<file path="src/rtl/retro_bram_arbiter.sv">
// retro_bram_arbiter
//   Two-requester arbiter in front of a single-port BRAM with registered read
//   data. At most one access is granted per cycle. Ties are resolved
//   round-robin unless the previous owner holds a lock. A lock is broken after
//   MaxLock consecutive grants while the other side waits.
//
// Ports
//   Clk, Reset_n              clock, asynchronous active-low reset
//   ReqX_Access/Lock/Write    request, keep-ownership hint, byte write strobes
//   ReqX_Address/Din          access address and write data
//   ReqX_Ready                grant (combinational, same cycle)
//   ReqX_DataReady/Dout       read data qualifier and data (one cycle after grant)
//   Mem_*                     single-port BRAM side
//
// state     | meaning
// ----------+-------------------------------------------
// ST_IDLE   | no lock; ties go to the requester not granted last
// ST_LOCK_A | A holds priority while it keeps requesting
// ST_LOCK_B | B holds priority while it keeps requesting
module retro_bram_arbiter #(
    parameter int AddressBusWidth = 16,
    parameter int DataBusWidth    = 1,
    parameter int MaxLock         = 4
) (
    input  logic                         Clk,
    input  logic                         Reset_n,
    input  logic                         ReqA_Access,
    input  logic                         ReqA_Lock,
    input  logic [DataBusWidth-1:0]      ReqA_Write,
    input  logic [AddressBusWidth-1:0]   ReqA_Address,
    input  logic [8*DataBusWidth-1:0]    ReqA_Din,
    output logic                         ReqA_Ready,
    output logic                         ReqA_DataReady,
    output logic [8*DataBusWidth-1:0]    ReqA_Dout,
    input  logic                         ReqB_Access,
    input  logic                         ReqB_Lock,
    input  logic [DataBusWidth-1:0]      ReqB_Write,
    input  logic [AddressBusWidth-1:0]   ReqB_Address,
    input  logic [8*DataBusWidth-1:0]    ReqB_Din,
    output logic                         ReqB_Ready,
    output logic                         ReqB_DataReady,
    output logic [8*DataBusWidth-1:0]    ReqB_Dout,
    output logic                         Mem_Access,
    output logic [DataBusWidth-1:0]      Mem_Write,
    output logic [AddressBusWidth-1:0]   Mem_Address,
    output logic [8*DataBusWidth-1:0]    Mem_Din,
    input  logic [8*DataBusWidth-1:0]    Mem_Dout
);

    localparam logic [1:0] ST_IDLE   = 2'd0;
    localparam logic [1:0] ST_LOCK_A = 2'd1;
    localparam logic [1:0] ST_LOCK_B = 2'd2;
    localparam logic [7:0] MAX_LOCK  = 8'(MaxLock);

    logic [1:0] state_q, state_d;
    logic       last_b_q, last_b_d;     // 1: B was granted most recently
    logic [7:0] lock_cnt_q, lock_cnt_d;
    logic       pend_a_q, pend_a_d;
    logic       pend_b_q, pend_b_d;
    logic       grant_a, grant_b;

    always_comb begin
        grant_a = 1'b0;
        grant_b = 1'b0;
        if (ReqA_Access && !ReqB_Access) begin
            grant_a = 1'b1;
        end else if (!ReqA_Access && ReqB_Access) begin
            grant_b = 1'b1;
        end else if (ReqA_Access && ReqB_Access) begin
            case (state_q)
                ST_LOCK_A: begin
                    if (lock_cnt_q == MAX_LOCK) grant_b = 1'b1;
                    else                        grant_a = 1'b1;
                end
                ST_LOCK_B: begin
                    if (lock_cnt_q == MAX_LOCK) grant_a = 1'b1;
                    else                        grant_b = 1'b1;
                end
                default: begin
                    if (last_b_q) grant_a = 1'b1;
                    else          grant_b = 1'b1;
                end
            endcase
        end
        // Outputs must stay quiet while reset is held, even with requests up.
        if (!Reset_n) begin
            grant_a = 1'b0;
            grant_b = 1'b0;
        end
    end

    always_comb begin
        state_d    = state_q;
        last_b_d   = last_b_q;
        lock_cnt_d = lock_cnt_q;
        pend_a_d   = grant_a && (ReqA_Write == '0);
        pend_b_d   = grant_b && (ReqB_Write == '0);

        if (grant_a)      last_b_d = 1'b0;
        else if (grant_b) last_b_d = 1'b1;

        // Count only repeated grants that made the other side wait.
        if (grant_a) begin
            if (last_b_q)                                   lock_cnt_d = 8'd0;
            else if (ReqB_Access && lock_cnt_q != 8'hFF)    lock_cnt_d = lock_cnt_q + 8'd1;
        end else if (grant_b) begin
            if (!last_b_q)                                  lock_cnt_d = 8'd0;
            else if (ReqA_Access && lock_cnt_q != 8'hFF)    lock_cnt_d = lock_cnt_q + 8'd1;
        end else begin
            lock_cnt_d = 8'd0;
        end

        case (state_q)
            ST_LOCK_A: begin
                if (!ReqA_Access)  state_d = ST_IDLE;
                else if (grant_a)  state_d = ReqA_Lock ? ST_LOCK_A : ST_IDLE;
                else               state_d = ReqB_Lock ? ST_LOCK_B : ST_IDLE;
            end
            ST_LOCK_B: begin
                if (!ReqB_Access)  state_d = ST_IDLE;
                else if (grant_b)  state_d = ReqB_Lock ? ST_LOCK_B : ST_IDLE;
                else               state_d = ReqA_Lock ? ST_LOCK_A : ST_IDLE;
            end
            default: begin
                if (grant_a && ReqA_Lock)      state_d = ST_LOCK_A;
                else if (grant_b && ReqB_Lock) state_d = ST_LOCK_B;
                else                           state_d = ST_IDLE;
            end
        endcase
    end

    always_ff @(posedge Clk or negedge Reset_n) begin
        if (!Reset_n) begin
            state_q    <= ST_IDLE;
            last_b_q   <= 1'b1;
            lock_cnt_q <= 8'd0;
            pend_a_q   <= 1'b0;
            pend_b_q   <= 1'b0;
        end else begin
            state_q    <= state_d;
            last_b_q   <= last_b_d;
            lock_cnt_q <= lock_cnt_d;
            pend_a_q   <= pend_a_d;
            pend_b_q   <= pend_b_d;
        end
    end

    assign ReqA_Ready     = grant_a;
    assign ReqB_Ready     = grant_b;
    assign ReqA_DataReady = pend_a_q;
    assign ReqB_DataReady = pend_b_q;
    assign ReqA_Dout      = Mem_Dout;
    assign ReqB_Dout      = Mem_Dout;

    assign Mem_Access  = grant_a | grant_b;
    assign Mem_Write   = grant_a ? ReqA_Write : (grant_b ? ReqB_Write : '0);
    assign Mem_Address = grant_b ? ReqB_Address : ReqA_Address;
    assign Mem_Din     = grant_b ? ReqB_Din : ReqA_Din;

endmodule
</file>
<file path="config.mk">
export PLATFORM = sky130hd
export DESIGN_NAME = retro_bram_arbiter
export DESIGN_NICKNAME = d
export VERILOG_FILES = /design/src/rtl/retro_bram_arbiter.sv
export SDC_FILE = /design/constraint.sdc
export NUM_CORES = 1
export LEC_CHECK = 0
export ABC_AREA = 1
export BUFFER_PORTS_ARGS = -buffer_cell sky130_fd_sc_hd__buf_4
export CELL_PAD_IN_SITES_DETAIL_PLACEMENT = 0
export CELL_PAD_IN_SITES_GLOBAL_PLACEMENT = 1
export CORE_MARGIN = 1
export CORE_UTILIZATION = 28
export CTS_BUF_LIST = sky130_fd_sc_hd__clkbuf_4
export DETAILED_ROUTE_END_ITERATION = 6
export MAX_ROUTING_LAYER = met4
export PLACE_DENSITY = 0.95
export SYNTH_ARGS = -nofsm -noshare
export SYNTH_HDL_FRONTEND = slang
export SYNTH_SLANG_ARGS = --single-unit
</file>
<file path="constraint.sdc">
create_clock -name Clk -period 3.3 [get_ports Clk]
set_input_delay 0.165 -clock Clk [delete_from_list [all_inputs] [get_ports Clk]]
set_output_delay 0.165 -clock Clk [all_outputs]
set_load 0.02 [all_outputs]
</file>
# After elaboration in Yosys (flattened, before gate mapping)
# Cells that the tools add are included.
[totals] register_bits=13 inputBits=64 elab_cells=63
[classes] add_sub_neg=1 eq_ne=6 muxes=35 n_bitwise=3 n_reduce_logical=13
[ops] op="$mux W8" n=7
[ops] op="$mux W1" n=17
[ops] op="$mux W16" n=1
[ops] op="$mux W2" n=7
[ops] op="$logic_and A1 B1 Y1" n=9
[ops] op="$add A8 B1 Y8 const B" n=1
[ops] op="$eq A8 B3 Y1 const B" n=1
[ops] op="$ne A8 B8 Y1 const B" n=1
[ops] op="$ne A4 B3 Y1 const B" n=1
[ops] op="$pmux W1 S2" n=2
[ops] op="$pmux W2 S2" n=1
[ops] op="$ne A3 B2 Y1 const B" n=1
[ops] op="$eq A2 B1 Y1 const B" n=1
[ops] op="$eq A2 B2 Y1 const B" n=1
[ops] op="$logic_not A1 Y1" n=2
[ops] op="$not A1 Y1" n=2
[ops] op="$reduce_and A2 Y1" n=1
[ops] op="$reduce_bool A2 Y1" n=1
[ops] op="$or A1 B1 Y1" n=1

# Depth between registers and ports, before layout
# Gate-level depths: netlist of the first run.
[logic_depth] word_depth=11 ltp_mapped=15

# Least setup slack after synthesis of the first run
# OpenSTA, ideal clock, no wires.
[synth_timing] path_kind="reg2out" startpoint="reg lock_cnt_q[0]" endpoint="out Mem_Write" arrival_time_ns=1.722 setup_slack_ns=1.413 path_stages_with_launch=14 cell_sequence="dfrtp_1 -> inv_1 -> ha_1 -> nand3_2 -> nor2_2 -> nand2_1 -> nand3_1 -> nand2_1 -> nand2_2 -> nand2_4 -> inv_6 -> buf_8 -> nand2_1 -> a21oi_1"
[synth_via] elab_chain_cells=9
[synth_rtl] element="start: declaration" line_no="57" source="logic [7:0] lock_cnt_q, lock_cnt_d;"
[synth_rtl] element="start signal: assignment" line_no="142" source="lock_cnt_q <= lock_cnt_d;"
[synth_rtl] element="$eq A8 B3 Y1 (*)" line_no="72, 76"
[synth_rtl] element="$mux W1" line_no="72, 76"
[synth_rtl] element="$pmux W1 S2" line_no="70" source="case (state_q)"
[synth_rtl] element="$mux W1" line_no="69" source="end else if (ReqA_Access && ReqB_Access) begin"
[synth_rtl] element="$mux W1" line_no="67" source="end else if (!ReqA_Access && ReqB_Access) begin"
[synth_rtl] element="$mux W1" line_no="65" source="if (ReqA_Access && !ReqB_Access) begin"
[synth_rtl] element="$mux W1" line_no="86" source="if (!Reset_n) begin"
[synth_rtl] element="$mux W1" line_no="156" source="assign Mem_Write = grant_a ? ReqA_Write : (grant_b ? ReqB_Write : '0);"
[synth_rtl] element="$mux W1 (*)" line_no="156"
[synth_rtl] element="end: declaration" line_no="44" source="output logic [DataBusWidth-1:0] Mem_Write,"
# Mark *: on every way between the ends. The rest lies on a longest branch, timed or not.

# Worst setup path in the final report of the first run
# Ends and elaborated chain as after synthesis.

==> results.ini, run 1 <==
[yosys]
netlist_instances = 256
synth_xor_area_share_pct = 3.465
synthDistinctLibCells = 31
avgSynthCellArea_um2 = 5.924
yosys.area_share.adder_pct = 3.300
synthMuxAreaShare_pct = 0
synth_top_family_by_area = simple AND/OR/NAND/NOR gates
yosysSeqAreaShare_pct = 21.53
synth_area_um2 = 1516
synth.yosys.warnings = 0
syn_nets = 324
synth_compound_area_share_pct = 4.043
yosys_register_bits = 13
synthSimpleGateAreaFrac_pct = 49.59

[setup_path]
cp-end-kind = output port
path_max_fanout = 37
crit_family = simple AND/OR/NAND/NOR gates
worstReg2RegEnd = lock_cnt_q[7]
cpPeakStageDelay_ns = 0.43
start_kind = flip-flop
timing.rr.start = lock_cnt_q[0]
ff2ff_setup_slack_ns = 1.12
critPathRequiredTime_ns = 3.13
worst_path_max_delay_cell = dfrtp_1
crit_arrival_ns = 2.36
reg2reg_depth = 14
cpMostUsedCell = nand2_1
path_cells = inv_1 -> ha_1 -> nand3_2 -> nor2_2 -> nand2_1 -> nand3_1 -> nand2_1 -> nand2_2 -> nand2_4 -> inv_6 -> nand2_1 -> a21oi_1 -> buf_4
crit_buf_inv = 3
crit_type = flip-flop to output port

[global_routing]
grt_overflow_total = 0
grt_pass1_vias = 1459
antenna_found_initial = 0
grt_pass1_wl_mm = 6.078
grt_max_degree = 38
grt.total_usage_pct = 14.16

[pwr]
vdd_drop_max_mv = 0.09231
combPwrFrac_pct = 47.7
power_frac_seq_pct = 32.0
sw_frac_of_total_pct = 39.46
pwr-share-clk_pct = 20.3
power.switching_mw = 0.2239
p_total_mw = 0.5672
intPower_mw = 0.3434
leakage_nw = 1.192
pwr_density_cell_nw_per_um2 = 273.6

[place]
place_area_um2 = 2033
dp_cells = 385
hpwl_mm = 3.148
gp_congestion = 0.8183
preCtsSetupSlack_ns = 1.076
io_buffer_count = 85

[timing]
fin_crit_ns = 2.523
final_hold_viol_count = 0
fin_ws_ns = 0.7768
slew_viol_final = 0
timing.hold.ws_ns = 0.02992
worst_pin_slew_ns = 0.3528
fin_crit_sh_pct = 76.46
maxSlewHeadroom_pct = 76.45
fin_skew_ns = 0.003345
rsz0062_at_grt = no
setup_viol = 0
final.setup.tns_ns = 0
clock.fmax_mhz = 396.3

[detailed_routing]
drt.antenna.violating_nets = 0
route.detailed.drc = 0
drt-vias-per-instance = 4.449
wirelength_mm = 4.114
vias = 1735
drt-initial-drc-count = 58
first_pass_iters = 4
wl_per_cell_um = 10.55

[final_layout]
final_util_pct = 40.08
drive_above_1_share_pct = 31.87
syn_to_final_growth_pct = 36.72
nets = 389
diodes = 0
stdcell_count = 390
nFillCells = 561
stdcell_area_um2 = 2073

[clock_tree]
cts-htree-levels = 1
cts_tree = built
cts_buffer_depth = 2
clk_transition_reported_paths_ns = 0.09
cts-buffers-inserted = 3
cts_root_buffer = clkbuf_4
insertion_delay_ns = 0.29
cts_sinks = 13

[die]
start_util_pct = 29.32
fp.dieH_um = 75.59
chipWidth_um = 75.59
rows = 26
core-area_um2 = 5172
pin_count = 110
die_area_um2 = 5714

[min_path]
hold_path.class = input port to flip-flop
hold_depth = 2
hold_path_end = ReqB_DataReady
worstHoldStart = ReqB_Write

[run]
cap_violations = 0

[status]
status = finished, final reports clean

[synthesized netlist by cell type]
| cell type | n | area, um^2 |
|---|---|---|
| a21boi_0 | 1 | 7.510 |
| a21oi_1 | 4 | 20.02 |
| and2_1 | 1 | 6.260 |
| buf_2 | 2 | 10.01 |
| buf_4 | 17 | 127.6 |
| buf_6 | 4 | 45.04 |
| buf_8 | 1 | 15.01 |
| clkbuf_1 | 1 | 3.750 |
| clkbuf_4 | 1 | 7.510 |
| dfrtp_1 | 12 | 300.3 |
| dfstp_2 | 1 | 26.28 |
| ha_1 | 4 | 50.05 |
| inv_1 | 14 | 52.55 |
| inv_2 | 1 | 3.750 |
| inv_6 | 1 | 8.760 |
| nand2_1 | 125 | 469.2 |
| nand2_2 | 4 | 25.02 |
| nand2_4 | 1 | 11.26 |
| nand3_1 | 20 | 100.1 |
| nand3_2 | 2 | 20.02 |
| nand4_1 | 2 | 12.51 |
| nor2_1 | 21 | 78.83 |
| nor2_2 | 2 | 12.51 |
| nor2_4 | 1 | 11.26 |
| nor3_1 | 1 | 5.000 |
| o21ai_0 | 2 | 10.01 |
| o21ai_1 | 2 | 10.01 |
| o21bai_1 | 1 | 7.510 |
| o22ai_1 | 1 | 6.260 |
| xnor2_1 | 1 | 8.760 |
| xor2_1 | 5 | 43.79 |
[kinds of logic after synthesis]
kind of cell	Yosys count
AOI/OAI and AO/OA	11
xor gates and xnor gates	6
adders and majority gates	4
buffers and inverters	42
DFF	13
and+or+nand+nor	180
[registers in the layout, indices dropped and copies added (netlist names)]
signal and flops:
lock_cnt_q 8, state_q 2, ReqA_DataReady 1, ReqB_DataReady 1, last_b_q 1
[per-layer routing]
metal	up-vias	GRT usage [%]	share of wire (%)
li1	898	-	-
met1	758	15.01	41
met4	0	5.144	1.1
met3	5	3.307	10
met5	-	-	0
met2	74	25.60	48
[worst reg2reg max path: stages, from the launching register on]
cell     delay, ns
dfrtp_1       0.43
inv_1         0.09
ha_1          0.16
nand3_2       0.10
nor2_2        0.14
nand2_1       0.06
nand3_1       0.09
nand2_1       0.06
nand2_2       0.08
nand2_4       0.19
inv_6         0.29
nand3_1       0.14
nand2_2       0.16
nand2_1       0.08
nand2_1       0.06
[cell usage in the layout, fill, tap and decap left out, types with 2 or more instances in the layout]
master      n
a21oi_1     4
buf_4      85
clkbuf_4    4
dfrtp_1    12
ha_1        4
inv_1      14
nand2_1   125
nand2_2     4
nand3_1    20
nand3_2     2
nand4_1     2
nor2_1     21
nor2_2      2
o21ai_0     2
o21ai_1     2
xor2_1      5
[power by group through the flow]
stage | sequential, mW | combinational (mW) | clock [mW]
floorplan | 0.178 | 0.193 | 0
global placement | 0.184 | 0.272 | 0
detailed placement | 0.185 | 0.271 | 0
CTS | 0.182 | 0.273 | 0.117
global route | 0.184 | 0.300 | 0.126
finish | 0.181 | 0.271 | 0.115
[repair_timing]
item | in CTS | in global routing
endpoints found under the hold margin | 13 | 0
buffers inserted | 0 | 0
hold buffers | 1 | 0
gates resized for setup | 0 | 0
[area by class of cell]
cell class,count,area (um^2),share of cell area [%]
Multi-Input combinational cell,201,915.9,44.18
Sequential cell,13,326.6,15.75
Timing Repair Buffer,86,648.1,31.26
Inverter,16,65.06,3.138
Tap cell,70,87.58,4.224
Clock buffer,4,30.03,1.448
[how the worst max path moves through the flow]
stage / slack [ns] / to / from / cells after the start
finish: 0.78 / Mem_Write / lock_cnt_q[0] / 13
global route: 0.55 / Mem_Write / lock_cnt_q[0] / 13
CTS: 0.75 / Mem_Write / lock_cnt_q[0] / 13
detailed placement: 1.08 / Mem_Write / lock_cnt_q[0] / 13
global placement: 1.11 / Mem_Write / lock_cnt_q[0] / 13
floorplan: 1.41 / Mem_Write / lock_cnt_q[0] / 13
Power figures use the tool's default switching activity.
==> run 2, diff against run 1 <==
Settings changed: ABC_AREA 1 to 0, CORE_UTILIZATION 28 to 27, PLACE_DENSITY 0.95 to 0.91.
Clock period 3.3 ns to 2.4 ns, I/O delays scaled along.
==> run 2 against run 1 <==
  * The flow now finishes with violations (negative setup slack)
  * Wire length grew 3.3%
  * Critical path depth shrank 5
  * Non-clock buffer count grew 25
  * Cell count shrank 26%
  * Via count fell by 17%
  * Register-to-register slack worse by 1.2 ns
  * Largest cell class is now non-clock buffers
==> results.ini, run 2 <==
[status]
status = complete, but fails checks
violations = negative setup slack

[timing]
rsz0062_at_grt = yes
final_hold_viol_count = 0  ; unchanged
clock.fmax_mhz = 384.5
fin_crit_sh_pct = 108.4
fin_ws_ns = -0.2011  ; -0.9779 ns
timing.hold.ws_ns = 0.0003024  ; -0.02962 ns
fin_crit_ns = 2.601
setup_viol = 31  ; +31
worst_pin_slew_ns = 0.3011  ; -0.05169 ns
fin_skew_ns = 0.005994  ; +0.002649 ns
slew_viol_final = 0  ; unchanged
maxSlewHeadroom_pct = 79.71  ; +3.3 points

[yosys]
synth_commonest_cells = mux2_2, buf_4, dfrtp_1, inv_1
netlist_instances = 140  ; -45%
synthTopCellsByArea = dfrtp_1, mux2_2, buf_4
ys.flop_type = dfrtp_1
synth_area_um2 = 1316  ; -13%
synth_edf_count = 0  ; unchanged
yosysMostFrequentCell = mux2_2
yosys_register_bits = 13  ; unchanged
synth_top_area_share_pct = 22.81  ; -8.1 points
synth_async_sr_flop_share_pct = 100.0  ; unchanged
synth.yosys.warnings = 0  ; unchanged
yosys.area.top_type = dfrtp_1
syn_nets = 208  ; -36%
synthDistinctLibCells = 42  ; +35%
avgSynthCellArea_um2 = 9.402  ; +59%
yosysSeqAreaShare_pct = 24.81  ; +3.3 points

[final_layout]
regMostFlops = lock_cnt_q
nets = 303  ; -22%
largest_register_ffs = 8  ; unchanged
layout_common_cells = buf_4, mux2_2, buf_6, dfrtp_1, inv_1
diodes = 0  ; unchanged
drive_above_1_share_pct = 64.96  ; +33 points
nFillCells = 440  ; -22%
syn_to_final_growth_pct = 68.44
stdcell_count = 288  ; -26%
final_util_pct = 47.25  ; +7.2 points
reg_top3 = lock_cnt_q: 8 flops, state_q: 2 flops
final_common_cell = buf_4

[setup_path]
critPathRequiredTime_ns = 2.28  ; -0.85 ns
ff2ff_setup_slack_ns = -0.07  ; -1.19 ns
crit_type = flip-flop to output port
path_max_fanout = 12  ; -68%
worst_path_max_delay_cell = or4_4
reg2reg_depth = 6  ; -8
cp-end-kind = output port
worstReg2RegEnd = lock_cnt_q[5]
crit_arrival_ns = 2.48  ; +0.12 ns
start_kind = flip-flop
crit_family = simple AND/OR/NAND/NOR gates
cpPeakStageDelay_ns = 0.57  ; +0.14 ns
timing.rr.start = lock_cnt_q[6]
path_cells = or4_4 -> o31ai_4 -> nor2_2 -> nor2_2 -> buf_4 -> buf_16 -> mux2_2 -> buf_4
crit_buf_inv = 3  ; unchanged

[pwr]
combPwrFrac_pct = 53.3  ; +5.6 points
power_frac_seq_pct = 29.5  ; -2.5 points
power.switching_mw = 0.2924  ; +31%
sw_frac_of_total_pct = 34.81  ; -4.7 points
pwr-share-clk_pct = 17.2  ; -3.1 points
intPower_mw = 0.5476  ; +59%
p_total_mw = 0.8399  ; +48%
pwr_density_cell_nw_per_um2 = 378.8  ; +38%
leakage_nw = 1.084  ; -9.0%
vdd_drop_max_mv = 0.2674  ; +190%

[place]
preCtsSetupSlack_ns = -0.04348  ; -1.120 ns
gp_congestion = 0.7621  ; -6.9%
dp_cells = 274  ; -29%
io_buffer_count = 85  ; unchanged
hpwl_mm = 3.143  ; -0.15%

[global_routing]
grt_overflow_total = 0  ; unchanged
grt_max_degree = 20  ; -47%
antenna_found_initial = 0  ; unchanged
grt_pass1_wl_mm = 6.513  ; +7.2%
grt_pass1_vias = 1396  ; -4.3%
grt.total_usage_pct = 16.19  ; +2.0 points

[die]
chipWidth_um = 71.82  ; -5.0%
core-area_um2 = 4692  ; -9.3%
die_area_um2 = 5158  ; -9.7%
start_util_pct = 28.05  ; -1.3 points
fp.dieH_um = 71.82  ; -5.0%
rows = 25  ; -3.8%
pin_count = 110  ; unchanged

[run]
cap_violations = 0  ; unchanged

[detailed_routing]
drt-initial-drc-count = 53  ; -8.6%
drt.antenna.violating_nets = 0  ; unchanged
route.detailed.drc = 0  ; unchanged
wirelength_mm = 4.250  ; +3.3%
vias = 1446  ; -17%
first_pass_iters = 4  ; unchanged
wl_per_cell_um = 14.76  ; +40%
drt-vias-per-instance = 5.021  ; +13%

[min_path]
hold_depth = 2  ; unchanged
hold_path.class = input port to flip-flop
worstHoldStart = ReqB_Write
hold_path_end = ReqB_DataReady

[clock_tree]
clk_transition_reported_paths_ns = 0.09  ; about the same
cts-htree-levels = 1  ; unchanged
cts-buffers-inserted = 3  ; unchanged
cts_root_buffer = clkbuf_4
cts_buffer_depth = 2  ; unchanged
cts_tree = built
cts_sinks = 13  ; unchanged
insertion_delay_ns = 0.29  ; about the same

run 2: cell count changes after synthesis, moves of 3 or more:
cell | previous run | this run
nand2_2 | 4 | 0
nand3_1 | 20 | 5
xor2_1 | 5 | 0
o21ai_0 | 2 | 8
inv_1 | 14 | 10
nor2_1 | 21 | 8
a22o_1 | 0 | 3
nand2_1 | 125 | 4
mux2_2 | 0 | 25
run 2: final cells by class:
class                   instances  area [um^2]  area share [%]
clock buffers                   3        22.52           1.016
clock inverters                 1        5.005          0.2257
inverters                      10        37.54           1.693
multi-input cells              96        834.6           37.64
flip-flops and latches         13        326.6           14.73
well taps                      54        67.56           3.047
repair buffers                111        923.4           41.65
run 2: what timing repair did:
item	CTS	global route
buffers inserted	7	1
hold endpoints to repair	14	0
pin swaps	4	1
gates resized for setup	20	2
gates cloned	1	0
hold buffers	2	0
setup endpoints to repair	33	37
run 2: power groups by stage:
stage	sequential, mW	clock [mW]	combinational (mW)
final	0.248	0.144	0.448
after global routing	0.250	0.152	0.479
after CTS	0.247	0.145	0.446
after detailed placement	0.252	0	0.396
after global placement	0.251	0	0.393
after floorplan	0.250	0	0.255
run 2: worst max-delay path by stage:
stage	startpoint	to	slack (ns)	cells after the start
3_3_place_gp	lock_cnt_q[7]	Mem_Din[6]	-0.0007	8
4_1_cts	lock_cnt_q[6]	Mem_Din[0]	-0.13	8
5_1_grt	lock_cnt_q[6]	Mem_Din[5]	-0.28	8
6_report	lock_cnt_q[6]	Mem_Address[0]	-0.20	8
3_5_place_dp	lock_cnt_q[7]	lock_cnt_q[5]	-0.04	6
2_1_floorplan	lock_cnt_q[5]	lock_cnt_q[5]	-0.05	7
run 2: metal layers:
layer	global-route usage (%)	vias to the layer above	wire length [um]
met1	21.37	694	1798
met2	24.84	63	2073
li1	-	680	-
met4	6.318	0	87
met5	-	-	0
met3	2.532	9	290
run 2: cells by family after synthesis:
kind of cell | count (synthesis) | synth area share (%)
AO/OA/AOI/OAI | 28 | 15.11
adder cells (fa/ha/maj) | 4 | 3.802
buffers and inverters | 31 | 14.83
flip-flops | 13 | 24.81
multiplexers | 30 | 26.90
AND/OR/NAND/NOR | 34 | 14.54
run 2: per-stage QoR:
stage	setup TNS (ns)	cell area [um^2]
6_report	-4.918	2217
2_1_floorplan	-0.3995	1316
4_1_cts	-3.323	2200
5_1_grt	-7.403	2217
3_5_place_dp	-0.09781	1999
3_3_place_gp	-0.0007294	1999
